### src/rtl/speicher_schnittstelle_if.sv
// speicher_schnittstelle_if: single-port memory bus with ready handshake
interface speicher_schnittstelle_if #(
    parameter int ADDR_WIDTH = 32,
    parameter int DATA_WIDTH = 32
);
    logic [ADDR_WIDTH-1:0] MemAddr;
    logic [DATA_WIDTH-1:0] MemWData;
    logic                  MemRead;
    logic                  MemWrite;
    logic [DATA_WIDTH-1:0] MemRData;
    logic                  MemReady;

    modport master (
        output MemAddr, MemWData, MemRead, MemWrite,
        input  MemRData, MemReady
    );

    modport slave (
        input  MemAddr, MemWData, MemRead, MemWrite,
        output MemRData, MemReady
    );
endinterface

### src/rtl/speicher_schnittstelle.sv
// speicher_schnittstelle: serialises fetch, load and store onto one memory bus
module speicher_schnittstelle #(
    parameter int ADDR_WIDTH = 32,
    parameter int DATA_WIDTH = 32,
    parameter int TIMEOUT    = 15
) (
    input  logic                  Clock,
    input  logic                  Reset,
    input  logic                  LoadBefehlSignal,
    input  logic                  LoadDatenSignal,
    input  logic                  StoreDatenSignal,
    input  logic [ADDR_WIDTH-1:0] PC,
    input  logic [ADDR_WIDTH-1:0] DatenAdresse,
    input  logic [DATA_WIDTH-1:0] SchreibDaten,
    output logic [DATA_WIDTH-1:0] Befehl,
    output logic [DATA_WIDTH-1:0] GeladeneDaten,
    output logic                  BefehlGeladen,
    output logic                  DatenGeladen,
    output logic                  DatenGespeichert,
    output logic                  BusFehler,
    speicher_schnittstelle_if.master bus
);
    localparam int CW = $clog2(TIMEOUT + 1);

    localparam logic [1:0] IDLE    = 2'd0;
    localparam logic [1:0] ZUGRIFF = 2'd1;
    localparam logic [1:0] FERTIG  = 2'd2;

    localparam logic [1:0] TYP_FETCH = 2'd0;
    localparam logic [1:0] TYP_LOAD  = 2'd1;
    localparam logic [1:0] TYP_STORE = 2'd2;

    logic [1:0]    state;
    logic [1:0]    accessType;
    logic [CW-1:0] waitCount;
    logic          originRequest;
    logic          timedOut;
    logic          finished;

    // level of the request that started the current access, and end-of-access detection
    always_comb begin
        originRequest = accessType == TYP_STORE ? StoreDatenSignal :
                        accessType == TYP_LOAD  ? LoadDatenSignal  : LoadBefehlSignal;
        timedOut      = !bus.MemReady && waitCount == CW'(TIMEOUT - 1);
        finished      = bus.MemReady || timedOut;
    end

    // access sequencer: issue, wait for ready or timeout, hold completion until request drops
    always_ff @(posedge Clock or posedge Reset) begin
        if (Reset) begin
            state            <= IDLE;
            accessType       <= TYP_FETCH;
            waitCount        <= '0;
            bus.MemAddr      <= '0;
            bus.MemWData     <= '0;
            bus.MemRead      <= 1'b0;
            bus.MemWrite     <= 1'b0;
            Befehl           <= '0;
            GeladeneDaten    <= '0;
            BefehlGeladen    <= 1'b0;
            DatenGeladen     <= 1'b0;
            DatenGespeichert <= 1'b0;
            BusFehler        <= 1'b0;
        end else begin
            case (state)
                IDLE: begin
                    if (StoreDatenSignal || LoadDatenSignal || LoadBefehlSignal) begin
                        accessType   <= StoreDatenSignal ? TYP_STORE :
                                        LoadDatenSignal  ? TYP_LOAD  : TYP_FETCH;
                        bus.MemAddr  <= (StoreDatenSignal || LoadDatenSignal) ? DatenAdresse : PC;
                        if (StoreDatenSignal)
                            bus.MemWData <= SchreibDaten;
                        bus.MemRead  <= !StoreDatenSignal;
                        bus.MemWrite <= StoreDatenSignal;
                        waitCount    <= '0;
                        state        <= ZUGRIFF;
                    end
                end
                ZUGRIFF: begin
                    if (finished) begin
                        bus.MemRead  <= 1'b0;
                        bus.MemWrite <= 1'b0;
                        if (accessType == TYP_FETCH)
                            Befehl <= bus.MemReady ? bus.MemRData : '0;
                        if (accessType == TYP_LOAD)
                            GeladeneDaten <= bus.MemReady ? bus.MemRData : '0;
                        if (timedOut)
                            BusFehler <= 1'b1;
                        BefehlGeladen    <= originRequest && accessType == TYP_FETCH;
                        DatenGeladen     <= originRequest && accessType == TYP_LOAD;
                        DatenGespeichert <= originRequest && accessType == TYP_STORE;
                        state            <= originRequest ? FERTIG : IDLE;
                    end else begin
                        waitCount <= waitCount + 1'b1;
                    end
                end
                FERTIG: begin
                    if (!originRequest) begin
                        BefehlGeladen    <= 1'b0;
                        DatenGeladen     <= 1'b0;
                        DatenGespeichert <= 1'b0;
                        state            <= IDLE;
                    end
                end
                default: state <= IDLE;
            endcase
        end
    end
endmodule

### src/flat_wrapper.sv
// flat-port wrapper written by rule: the top's interface ports become plain ports
module speicher_schnittstelle_flat 
#(
    parameter int ADDR_WIDTH = 32,
    parameter int DATA_WIDTH = 32,
    parameter int TIMEOUT    = 15
)
  (Clock, Reset, LoadBefehlSignal, LoadDatenSignal, StoreDatenSignal, PC, DatenAdresse, SchreibDaten, Befehl, GeladeneDaten, BefehlGeladen, DatenGeladen, DatenGespeichert, BusFehler, bus_MemAddr, bus_MemWData, bus_MemRead, bus_MemWrite, bus_MemRData, bus_MemReady);
  speicher_schnittstelle_if #(.ADDR_WIDTH(ADDR_WIDTH), .DATA_WIDTH(DATA_WIDTH)) bus_i ();
  input  logic Clock;
  input  logic Reset;
  input  logic LoadBefehlSignal;
  input  logic LoadDatenSignal;
  input  logic StoreDatenSignal;
  input  logic [ADDR_WIDTH-1:0] PC;
  input  logic [ADDR_WIDTH-1:0] DatenAdresse;
  input  logic [DATA_WIDTH-1:0] SchreibDaten;
  output logic [DATA_WIDTH-1:0] Befehl;
  output logic [DATA_WIDTH-1:0] GeladeneDaten;
  output logic BefehlGeladen;
  output logic DatenGeladen;
  output logic DatenGespeichert;
  output logic BusFehler;
  output wire logic [$bits(bus_i.MemAddr)-1:0] bus_MemAddr;
  output wire logic [$bits(bus_i.MemWData)-1:0] bus_MemWData;
  output wire logic [$bits(bus_i.MemRead)-1:0] bus_MemRead;
  output wire logic [$bits(bus_i.MemWrite)-1:0] bus_MemWrite;
  input wire logic [$bits(bus_i.MemRData)-1:0] bus_MemRData;
  input wire logic [$bits(bus_i.MemReady)-1:0] bus_MemReady;
  assign bus_MemAddr = bus_i.MemAddr;
  assign bus_MemWData = bus_i.MemWData;
  assign bus_MemRead = bus_i.MemRead;
  assign bus_MemWrite = bus_i.MemWrite;
  assign bus_i.MemRData = bus_MemRData;
  assign bus_i.MemReady = bus_MemReady;
  speicher_schnittstelle #(.ADDR_WIDTH(ADDR_WIDTH), .DATA_WIDTH(DATA_WIDTH), .TIMEOUT(TIMEOUT)) u_core (.Clock(Clock), .Reset(Reset), .LoadBefehlSignal(LoadBefehlSignal), .LoadDatenSignal(LoadDatenSignal), .StoreDatenSignal(StoreDatenSignal), .PC(PC), .DatenAdresse(DatenAdresse), .SchreibDaten(SchreibDaten), .Befehl(Befehl), .GeladeneDaten(GeladeneDaten), .BefehlGeladen(BefehlGeladen), .DatenGeladen(DatenGeladen), .DatenGespeichert(DatenGespeichert), .BusFehler(BusFehler), .bus(bus_i));
endmodule
### config.mk
export PLATFORM = sky130hd
export DESIGN_NAME = speicher_schnittstelle_flat
export DESIGN_NICKNAME = d
export VERILOG_FILES = /design/src/rtl/speicher_schnittstelle_if.sv /design/src/rtl/speicher_schnittstelle.sv /design/src/flat_wrapper.sv
export SDC_FILE = /design/constraint.sdc
export NUM_CORES = 1
export LEC_CHECK = 0
export CORE_ASPECT_RATIO = 1.5
export CORE_MARGIN = 5
export CORE_UTILIZATION = 35
export CTS_CLUSTER_DIAMETER = 200
export CTS_CLUSTER_SIZE = 16
export DETAILED_ROUTE_END_ITERATION = 16
export PLACE_DENSITY_LB_ADDON = 0.2
export SLEW_MARGIN = 20
export SYNTH_ARGS = -nofsm -noshare
export SYNTH_HDL_FRONTEND = slang
export SYNTH_SLANG_ARGS = --single-unit
export TNS_END_PERCENT = 5
### constraint.sdc
create_clock -name Clock -period 6.06 [get_ports Clock]
set_input_delay 0.909 -clock Clock [delete_from_list [all_inputs] [get_ports Clock]]
set_output_delay 0.909 -clock Clock [all_outputs]
set_load 0.03 [all_outputs]
---- Word-level counts from Yosys, hierarchy flattened ----
Cells that the tools add are included.
storage, ports and cells
  register bits after elaboration ......... 142
  input port bits ......................... 134
  output and inout port bits .............. 134
  logic and storage cells ................. 71
operators by class
  add/sub/neg operators ................... 1
  equality and inequality tests ........... 9
  muxes and demuxes ....................... 26
  reductions and logical operators ........ 22
operators by type and width
  operator                                       number
  two-way mux 32 bit                             2
  AND reduction 3 bit                            8
  two-way mux 1 bit                              10
  two-way mux 2 bit                              5
  one-hot mux 1 bit (2 select lines)             5
  two-way mux 4 bit                              2
  one-hot mux 4 bit (2 select lines)             1
  one-hot mux 2 bit (3 select lines)             1
  adder 4 x 1 -> 4 bit, second input constant    1
  == test 2 x 1 -> 1 bit, second input constant  2
  == test 2 bit, second input constant           2
  == test 4 bit, second input constant           1
  logical AND 1 bit                              4
  logical NOT 2 bit                              2
  != test 2 x 1 -> 1 bit, second input constant  2
  != test 2 bit, second input constant           2
  nonzero test 2 bit                             2
  logical OR 1 bit                               3
  logical NOT 1 bit                              2
  AND reduction 2 bit                            1

---- Longest topological paths before layout ----
Gate-level depths: netlist (run 1).
  depth in word-level cells ............... 6
  depth in mapped cells ................... 7
  gate-level depth less buffers ........... 6

---- Worst setup path after synthesis (run 1) ----
Ideal clock, no wire load.
  path kind ............................... input port to flip-flop
  start point ............................. input StoreDatenSignal
  end point ............................... register u_core.bus.MemWData[10]
  library setup time ...................... 125 ps
  arrival ................................. 2063 ps
  required time ........................... 5935 ps
  path slack .............................. 3872 ps
  cell stages on the path ................. 5
  buffers on the path ..................... 2
  path through ............................ buf_2 > inv_1 > nor3_2 > buf_2 > mux2_2
on the way
  word-level cells in the longest chain between the ends .. 3
RTL lines
  item                               line                             RTL
  from (decl)                        flat_wrapper.sv:14               input logic StoreDatenSignal;
  logical OR 1 bit (2 in series)     speicher_schnittstelle.sv:67     if (StoreDatenSignal || LoadDatenSignal || LoadBefehlSignal) begin
  AND reduction 3 bit (no line) (*)  --
  to (signal assigned)               speicher_schnittstelle.sv:72     bus.MemWData <= SchreibDaten;
  to (decl)                          speicher_schnittstelle_if.sv:14  output MemAddr, MemWData, MemRead, MemWrite,
Mark *: on every way between the ends. The rest lies on a longest branch, timed or not.
A chain may end at the register's enable or synchronous reset.

---- Final worst setup path (run 1) ----
  start point ............................. input bus_MemReady
  end point ............................... register u_core.GeladeneDaten[30]
on the way
  word-level cells in the longest chain between the ends .. 4
  elaborated cells on any way between the ends .. 5
  classes of those cells .................. 1 x mux; 4 x reduce/logical
RTL lines
  item                           line                          RTL
  from (decl)                    flat_wrapper.sv:29            input wire logic [$bits(bus_i.MemReady)-1:0] bus_MemReady;
  logical NOT 1 bit              speicher_schnittstelle.sv:44  timedOut = !bus.MemReady && waitCount == CW'(TIMEOUT - 1);
  logical AND 1 bit              speicher_schnittstelle.sv:44
  logical OR 1 bit               speicher_schnittstelle.sv:45  finished = bus.MemReady || timedOut;
  AND reduction 3 bit (no line)  --
  to (signal assigned)           speicher_schnittstelle.sv:86  GeladeneDaten <= bus.MemReady ? bus.MemRData : '0;
  to (decl)                      speicher_schnittstelle.sv:16  output logic [DATA_WIDTH-1:0] GeladeneDaten,
Several ways; a longest one is shown, not always the timed one.

==> results.py, run 1 <==
metrics = {
    "yosys": {
        "syn_area_um2": 5920,
        "syn_nets": 573,
        "yosysSeqAreaShare": 0.600,
        "synthArstFlopShare": 1.00,
        "synth_cell_types": 33,
        "ys_ff_latch": 142,
        "syn_area_per_cell_um2": 13.5,
        "synth_edf_count": 0,
        "ys_warn_count": 0,
        "synthFlopType": "dfrtp_1",
        "synthCells": 437,
    },
    "global_route": {
        "grt_pass1_wl_um": 24700,
        "grt_max_degree": 88,
        "antenna_found_initial": 0,
        "grt_pass1_vias": 4777,
        "gr-total-overflow": 0,
        "grt_usage": 0.161,
    },
    "die": {
        "die_area_um2": 19700,
        "start_util": 0.355,
        "ioPinCount": 268,
        "rows": 58,
        "coreArea_um2": 16700,
        "die_h_um": 169,
        "die_width_um": 116,
    },
    "critical_path": {
        "critPathKind": "input port to register",
        "cp.required_ns": 6.34,
        "crit_path_end_kind": "register",
        "path_max_fanout": 34,
        "cp_data_arrival_time_ns": 3.27,
        "worstSetupStartpointType": "input port",
    },
    "run_status": {
        "status": "complete, no violations",
    },
    "final_layout": {
        "mostFrequentLayoutCell": "clkdlybuf4s50_1",
        "final_area_um2": 9430,
        "fillers": 1453,
        "n_antenna_cell": 0,
        "num-nets-final": 842,
        "area_growth_pct": 59.3,
        "final_cell_mix": "267 x clkdlybuf4s50_1, 142 x dfrtp_1, 96 x mux2_2",
        "drive_above_1_share": 0.199,
    },
    "clocking": {
        "clkSlewWorstSetupHoldPaths_ns": 0.06,
        "htreeDepth": 4,
        "cts-resized-gates": 0,
        "clock_sinks": 142,
        "cts_root_buf": "clkbuf_16",
        "cts_buffers": 17,
        "clockBufferDepth": 2,
        "post_cts_buffers": 0,
        "cts_tree": "yes",
        "postCtsHoldBufs": 0,
        "clock_latency_ns": 0.40,
    },
    "route": {
        "wirelength_um": 15800,
        "via_per_inst": 4.70,
        "route.detailed.drc": 0,
        "via_count": 4362,
        "detail-route-antenna-nets": 0,
        "wl_per_cell_um": 17.0,
        "dr.pass1.iters": 4,
        "dr.first_iter.drc_count": 121,
    },
    "run": {
        "cap_violations": 0,
    },
    "sta": {
        "layout_min_cycle_time_ns": 2.99,
        "fmax_mhz": 335,
        "final-setup-viol-count": 0,
        "relSlewSlack": 0.470,
        "slew_viol_final": 0,
        "worst_pin_slew_ns": 0.795,
        "hold_viol_final": 0,
        "skew_ns": 0.00984,
        "period_share": 0.493,
        "finalSetupTns_ns": 0,
        "rsz0062_at_grt": "no",
    },
    "power": {
        "p_per_area_nw_per_um2": 550,
        "power.leakage_nw": 4.03,
        "irDropWorstVdd_mv": 0.262,
    },
    "placement": {
        "place.detailed.hpwl_um": 12100,
        "place.gp.congestion": 0.750,
        "port_buffers": 267,
        "placed_cell_area_um2": 8800,
    },
    "min_path": {
        "hold_path_class": "register to register",
    },
}
[cell usage after synthesis, types with 2 or more instances]
cell type  number  area [µm²]
and3_1          2        12.5
nand3_1         5        25.0
a21o_1          2        15.0
nor2_1          2        7.51
mux2_2         96        1080
nand2_1        34         128
buf_2           8        40.0
o21ai_0        35         175
xnor2_1         2        17.5
and2_1         34         213
inv_1           3        11.3
nor2b_1         2        12.5
nor3_2          2        20.0
buf_6           3        33.8
clkbuf_1       10        37.5
ha_1            2        25.0
a22o_1          2        17.5
mux2i_1        34         340
mux2_1          2        22.5
buf_4           3        22.5
dfrtp_1       142        3550
[layer usage]
| layer | part of all wire | routed length, µm | GRT usage | up-vias |
|---|---|---|---|---|
| met5 | 0 | 0 | 0 | - |
| met4 | 0.016 | 247 | 0.0475 | 0 |
| met3 | 0.085 | 1340 | 0.0564 | 19 |
| met2 | 0.55 | 8640 | 0.295 | 168 |
| met1 | 0.35 | 5520 | 0.172 | 2120 |
| li1 | - | - | - | 2055 |
[critical path, cell delays in order]
cell,delay (ns)
clkdlybuf4s50_1,0.46
buf_4,0.29
o21ai_2,0.21
nor3b_4,0.60
buf_4,0.41
mux2_2,0.37
[final timing paths]
kind | startpoint | endpoint | slack [ns] | cells past startpoint
max in group asynchronous | Reset | u_core.Befehl[8]$_DFFE_PP0P_ | 3.79 | 3
setup / recovery | bus_MemReady | u_core.GeladeneDaten[30]$_DFFE_PP0P_ | 3.07 | 6
hold / removal | u_core.BusFehler$_DFFE_PP0P_ | u_core.BusFehler$_DFFE_PP0P_ | 0.46 | 1
hold reg to reg | u_core.BusFehler$_DFFE_PP0P_ | u_core.BusFehler$_DFFE_PP0P_ | 0.46 | 1
setup reg to reg | u_core.waitCount[0]$_DFFE_PP0P_ | u_core.GeladeneDaten[30]$_DFFE_PP0P_ | 3.52 | 7
min in group asynchronous | Reset | u_core.bus.MemWData[10]$_DFFE_PP0P_ | 1.02 | 2
[cells by family (layout without fill, tap and decap cells)]
kind of cell	after synthesis	after routing	synth area share
buffers and inverters	27	309	0.0245
AO/OA/AOI/OAI	46	46	0.0454
adder cells (fa/ha/maj)	2	2	0.00423
XOR/XNOR	2	2	0.00296
AND/OR/NAND/NOR	86	86	0.0788
multiplexers	132	132	0.244
flip-flops	142	142	0.600
[registers in the layout, indices dropped and copies added (netlist names)]
signal / count
u_core.Befehl: 32
u_core.BefehlGeladen: 1
u_core.BusFehler: 1
u_core.DatenGeladen: 1
u_core.DatenGespeichert: 1
u_core.GeladeneDaten: 32
u_core.accessType: 2
u_core.bus.MemAddr: 32
u_core.bus.MemRead: 1
u_core.bus.MemWData: 32
u_core.bus.MemWrite: 1
u_core.state: 2
u_core.waitCount: 4
[stage by stage]
| step | util | hold WS (ns) | std cells | total power, mW | worst slack (ns) |
|---|---|---|---|---|---|
| floorplan | - | 0.498 | 437 | 3.06 | 1.34 |
| global placement | 0.527 | 0.453 | 896 | 4.14 | 2.65 |
| detailed placement | 0.527 | 0.467 | 896 | 4.19 | 2.63 |
| CTS | 0.564 | 0.476 | 928 | 5.26 | 3.05 |
| global route | 0.565 | 0.490 | 929 | 5.47 | 2.91 |
| finish | 0.565 | 0.464 | 929 | 5.19 | 3.07 |
[layout make-up]
| class | count | area, µm² | area share |
|---|---|---|---|
| Inverter | 3 | 16.3 | 0.00172 |
| Clock inverter | 13 | 153 | 0.0162 |
| Clock buffer | 19 | 453 | 0.0480 |
| Tap cell | 210 | 263 | 0.0279 |
| Timing Repair Buffer | 274 | 2750 | 0.291 |
| Multi-Input combinational cell | 268 | 2250 | 0.239 |
| Sequential cell | 142 | 3550 | 0.377 |
[report_power, final]
group / leakage, nW / switching (mW) / internal, mW
registers: 1.78 / 0.254 / 1.37
clock network: 0.293 / 0.413 / 0.638
logic: 1.95 / 1.37 / 1.14
total: 4.03 / 2.04 / 3.15
Note: power is estimated with default switching activity, not from simulation.
==> inputs of run 2 (changes only) <==
- clock period: 6.06 -> 3 ns (I/O delays scaled with it)
==> results.py, run 2 (synthesized netlist as in run 1, its figures left out) <==
metrics = {
    "sta": {
        "final-setup-viol-count": 0,
        "slew_viol_final": 0,
        "skew_ns": 0.0117,
        "hold_viol_final": 0,
        "period_share": 0.738,
        "worst_pin_slew_ns": 0.585,
        "finalSetupTns_ns": 0,
        "relSlewSlack": 0.610,
        "layout_min_cycle_time_ns": 2.21,
        "rsz0062_at_grt": "no",
        "fmax_mhz": 452,
    },
    "route": {
        "via_count": 4346,
        "via_per_inst": 4.67,
        "wirelength_um": 16100,
        "detail-route-antenna-nets": 0,
        "dr.pass1.iters": 6,
        "route.detailed.drc": 0,
        "wl_per_cell_um": 17.3,
        "dr.first_iter.drc_count": 136,
    },
    "clocking": {
        "clockBufferDepth": 2,
        "cts-resized-gates": 0,
        "clkSlewWorstSetupHoldPaths_ns": 0.06,
        "postCtsHoldBufs": 0,
        "htreeDepth": 4,
        "clock_sinks": 142,
        "cts_buffers": 17,
        "cts_root_buf": "clkbuf_16",
        "post_cts_buffers": 0,
        "cts_tree": "yes",
        "clock_latency_ns": 0.41,
    },
    "final_layout": {
        "utilization": 0.568,
        "multi_input_area_um2": 2250,
        "final_area_um2": 9480,
        "num-nets-final": 845,
        "fillers": 1466,
        "final_cell_mix": "267 x clkdlybuf4s50_1, 142 x dfrtp_1, 96 x mux2_2",
        "mostFrequentLayoutCell": "clkdlybuf4s50_1",
        "drive_above_1_share": 0.201,
        "regArea_um2": 3550,
        "n_antenna_cell": 0,
        "fin_cells": 931,
        "area_growth_pct": 60.2,
    },
    "power": {
        "power_switching_mw": 4.16,
        "p_int_mw": 6.47,
        "power_frac_seq": 0.309,
        "swShare": 0.391,
        "p_per_area_nw_per_um2": 1120,
        "clockPowerShare": 0.207,
        "power.leakage_nw": 4.05,
        "p_comb_frac": 0.484,
        "power.total_mw": 10.6,
        "irDropWorstVdd_mv": 0.546,
    },
    "critical_path": {
        "cp_data_arrival_time_ns": 2.50,
        "cp.required_ns": 3.29,
        "crit_path_end_kind": "register",
        "worstSetupStartpointType": "register",
        "critPathKind": "register to register",
        "path_max_fanout": 25,
    },
    "global_route": {
        "antenna_found_initial": 0,
        "grt_usage": 0.169,
        "gr-total-overflow": 0,
        "grt_pass1_wl_um": 25800,
        "grt_max_degree": 96,
        "grt_pass1_vias": 4987,
    },
    "placement": {
        "placed_cell_area_um2": 8870,
        "dp.cells": 900,
        "place.detailed.hpwl_um": 12500,
        "port_buffers": 267,
        "place.gp.congestion": 0.718,
    },
    "run_status": {
        "status": "complete, no violations",
    },
    "die": {
        "die_width_um": 116,
        "start_util": 0.355,
        "coreArea_um2": 16700,
        "rows": 58,
        "die_area_um2": 19700,
        "die_h_um": 169,
        "ioPinCount": 268,
    },
    "min_path": {
        "hold_path_class": "register to register",
    },
    "run": {
        "cap_violations": 0,
    },
}
run 2: changes by cell type in the layout (fill, tap and decap cells not counted), sizes merged:
cell / previous run / this run
buf: 7 / 10
clkbuf: 19 / 18
clkinv: 4 / 2
inv: 8 / 9
bufinv: 2 / 3
run 2: final timing paths:
kind                                                 startpoint                                   to  slack, ns  cells past startpoint
worst max-delay path            u_core.waitCount[0]$_DFFE_PP0P_        u_core.Befehl[13]$_DFFE_PP0P_       0.79                      7
worst min-delay path               u_core.BusFehler$_DFFE_PP0P_         u_core.BusFehler$_DFFE_PP0P_       0.47                      1
worst max register to register  u_core.waitCount[0]$_DFFE_PP0P_        u_core.Befehl[13]$_DFFE_PP0P_       0.79                      7
worst min register to register     u_core.BusFehler$_DFFE_PP0P_         u_core.BusFehler$_DFFE_PP0P_       0.47                      1
max in group asynchronous                                 Reset  u_core.GeladeneDaten[4]$_DFFE_PP0P_       1.99                      3
min in group asynchronous                                 Reset    u_core.bus.MemAddr[3]$_DFFE_PP0P_       0.50                      3
run 2: layout make-up:
class                      count  share of cell area
clock buffer                  18              0.0463
inverter                       3             0.00158
tap                          210              0.0277
timing repair buffer         277               0.294
sequential                   142               0.375
clock inverter                13              0.0187
multi-input combinational    268               0.237
run 2: critical path, stage by stage, from the launching register on:
cell	delay (ns)
dfrtp_1	0.43
inv_1	0.08
ha_1	0.17
and3_1	0.23
o21ai_2	0.16
nor3_4	0.42
buf_12	0.25
mux2_2	0.35
run 2: power by group through the flow:
| stage | Sequential [mW] | Clock (mW) | Combinational, mW |
|---|---|---|---|
| 6_report | 3.28 | 2.20 | 5.14 |
| 5_1_grt | 3.41 | 2.35 | 5.45 |
| 4_1_cts | 3.30 | 2.27 | 5.24 |
| 3_5_place_dp | 3.32 | 0 | 5.24 |
| 3_3_place_gp | 3.29 | 0 | 5.14 |
| 2_1_floorplan | 4.85 | 0 | 1.33 |
run 2: per-stage QoR:
step | hold WS [ns] | setup WS (ns)
finish | 0.466 | 0.787
global route | 0.507 | 0.662
CTS | 0.476 | 0.760
detailed placement | 0.455 | 0.571
global placement | 0.458 | 0.611
floorplan | 0.498 | 0.773
run 2: layer usage:
layer | global-route usage | vias to the layer above | share of wire
li1 | - | 2062 | -
met1 | 0.175 | 2101 | 0.34
met2 | 0.312 | 166 | 0.56
met3 | 0.0578 | 17 | 0.078
met4 | 0.0581 | 0 | 0.020
met5 | 0 | - | 0
==> inputs of run 3 (changes only) <==
- clock period: 3 -> 2.2 ns (I/O delays scaled with it)
==> results.py, run 3 (synthesized netlist as in run 1, its figures left out) <==
metrics = {
    "power": {
        "p_int_mw": 8.74,
        "p_per_area_nw_per_um2": 1510,
        "power.total_mw": 14.5,
        "power.leakage_nw": 4.09,
        "swShare": 0.397,
        "power_frac_seq": 0.310,
        "p_comb_frac": 0.490,
        "irDropWorstVdd_mv": 0.710,
        "power_switching_mw": 5.74,
        "clockPowerShare": 0.200,
    },
    "critical_path": {
        "r2r-end": "u_core.GeladeneDaten[10]$_DFFE_PP0P_",
        "critPathKind": "register to register",
        "reg2reg_from": "u_core.waitCount[0]$_DFFE_PP0P_",
        "path_max_fanout": 25,
        "crit_chain": "inv_1, ha_1, and3_1, o21ai_2, nor3b_4, buf_12, mux2_2",
        "path_delay_family": "simple AND/OR/NAND/NOR gates",
        "worstSetupStartpointType": "register",
        "cp.required_ns": 2.49,
        "reg2reg_depth": 7,
        "critical_path_buf_inv_count": 2,
        "crit_path_end_kind": "register",
        "cp_data_arrival_time_ns": 2.25,
        "rrSetupSlack_ns": 0.24,
        "cp_slowest_cell": "dfrtp_1",
        "critical_path.max_stage_delay_ns": 0.41,
    },
    "sta": {
        "worst_pin_slew_ns": 0.404,
        "final-setup-viol-count": 0,
        "period_share": 0.891,
        "finalSetupTns_ns": 0,
        "fmax_mhz": 510,
        "hold_viol_final": 0,
        "layout_min_cycle_time_ns": 1.96,
        "slew_viol_final": 0,
        "relSlewSlack": 0.730,
        "skew_ns": 0.00692,
        "rsz0062_at_grt": "no",
        "hold_ws_ns": 0.218,
    },
    "placement": {
        "placed_cell_area_um2": 8970,
        "place.detailed.hpwl_um": 12700,
        "place.gp.congestion": 0.755,
        "port_buffers": 267,
        "dp.cells": 905,
    },
    "clocking": {
        "post_cts_buffers": 0,
        "cts_buffers": 17,
        "cts_root_buf": "clkbuf_16",
        "clkSlewWorstSetupHoldPaths_ns": 0.07,
        "clockBufferDepth": 2,
        "postCtsHoldBufs": 0,
        "cts_tree": "yes",
        "clock_sinks": 142,
        "clock_latency_ns": 0.41,
        "cts-resized-gates": 0,
        "htreeDepth": 4,
    },
    "final_layout": {
        "mostFrequentLayoutCell": "clkdlybuf4s50_1",
        "n_antenna_cell": 0,
        "num-nets-final": 850,
        "final_cell_mix": "267 x clkdlybuf4s50_1, 142 x dfrtp_1, 96 x mux2_2",
        "drive_above_1_share": 0.208,
        "fin_cells": 937,
        "multi_input_area_um2": 2250,
        "area_growth_pct": 61.6,
        "fillers": 1439,
        "final_area_um2": 9570,
        "regArea_um2": 3550,
    },
    "global_route": {
        "grt_pass1_vias": 5010,
        "grt_max_degree": 69,
        "gr-total-overflow": 0,
        "grt_pass1_wl_um": 25900,
        "grt_usage": 0.168,
        "antenna_found_initial": 0,
    },
    "die": {
        "die_h_um": 169,
        "die_area_um2": 19700,
        "die_width_um": 116,
        "rows": 58,
        "coreArea_um2": 16700,
        "ioPinCount": 268,
        "start_util": 0.355,
    },
    "run": {
        "cap_violations": 0,
    },
    "route": {
        "dr.first_iter.drc_count": 106,
        "detail-route-antenna-nets": 0,
        "wl_per_cell_um": 17.4,
        "wirelength_um": 16300,
        "route.detailed.drc": 0,
        "via_per_inst": 4.70,
        "dr.pass1.iters": 4,
        "via_count": 4400,
    },
    "run_status": {
        "status": "complete, no violations",
    },
    "min_path": {
        "hold_path_class": "input port to async pin",
    },
}
## run 3: cell types whose count changed in the layout (fill, tap and decap cells not counted)
cell       delta
clkbuf_8      -1
inv_6         -1
bufinv_16     -1
inv_8         +2
buf_12        +5
clkinv_4      +1
clkinv_2      +1
## run 3: worst reg2reg max path: cells and delay by family (launching register included)
| kind | cells | cell delay (ns) |
|---|---|---|
| adder cells (fa/ha/maj) | 1 | 0.16 |
| AND/OR/NAND/NOR | 2 | 0.49 |
| AO/OA/AOI/OAI | 1 | 0.12 |
| multiplexers | 1 | 0.38 |
| buffers and inverters | 2 | 0.29 |
| flip-flops | 1 | 0.41 |
## run 3: worst max-delay path by stage
stage          depth (start not counted)                              endpoint                             from
2_1_floorplan                          1      u_core.BefehlGeladen$_DFFE_PP0P_                            Reset
3_3_place_gp                           5   u_core.bus.MemWData[26]$_DFFE_PP0P_                 StoreDatenSignal
3_5_place_dp                           5   u_core.bus.MemWData[22]$_DFFE_PP0P_                 StoreDatenSignal
4_1_cts                                7  u_core.GeladeneDaten[10]$_DFFE_PP0P_  u_core.waitCount[0]$_DFFE_PP0P_
5_1_grt                                7  u_core.GeladeneDaten[10]$_DFFE_PP0P_  u_core.waitCount[0]$_DFFE_PP0P_
6_report                               7  u_core.GeladeneDaten[10]$_DFFE_PP0P_  u_core.waitCount[0]$_DFFE_PP0P_
## run 3: area by class of cell
cell class	instances	area share
Clock buffer	17	0.0445
Clock inverter	15	0.0183
Inverter	3	0.00157
Multi-Input combinational cell	268	0.235
Sequential cell	142	0.371
Tap cell	210	0.0275
Timing Repair Buffer	282	0.302
## run 3: metal layers
metal	GRT usage	share of wire	vias to the layer above
met1	0.176	0.35	2135
met4	0.0651	0.028	0
li1	-	-	2076
met3	0.0539	0.082	23
met2	0.307	0.54	166
met5	0	0	-
## run 3: per-stage QoR
stage,worst slack [ns],util
2_1_floorplan,0.0929,-
3_3_place_gp,0.186,0.537
3_5_place_dp,0.123,0.537
4_1_cts,0.228,0.573
5_1_grt,0.143,0.573
6_report,0.240,0.573
## run 3: power by group through the flow
| stage | clock [mW] | combinational [mW] | sequential (mW) |
|---|---|---|---|
| after floorplan | 0 | 1.82 | 6.62 |
| after global placement | 0 | 7.06 | 4.49 |
| after detailed placement | 0 | 7.19 | 4.54 |
| after CTS | 2.99 | 7.21 | 4.50 |
| after global routing | 3.10 | 7.50 | 4.65 |
| final | 2.90 | 7.10 | 4.48 |
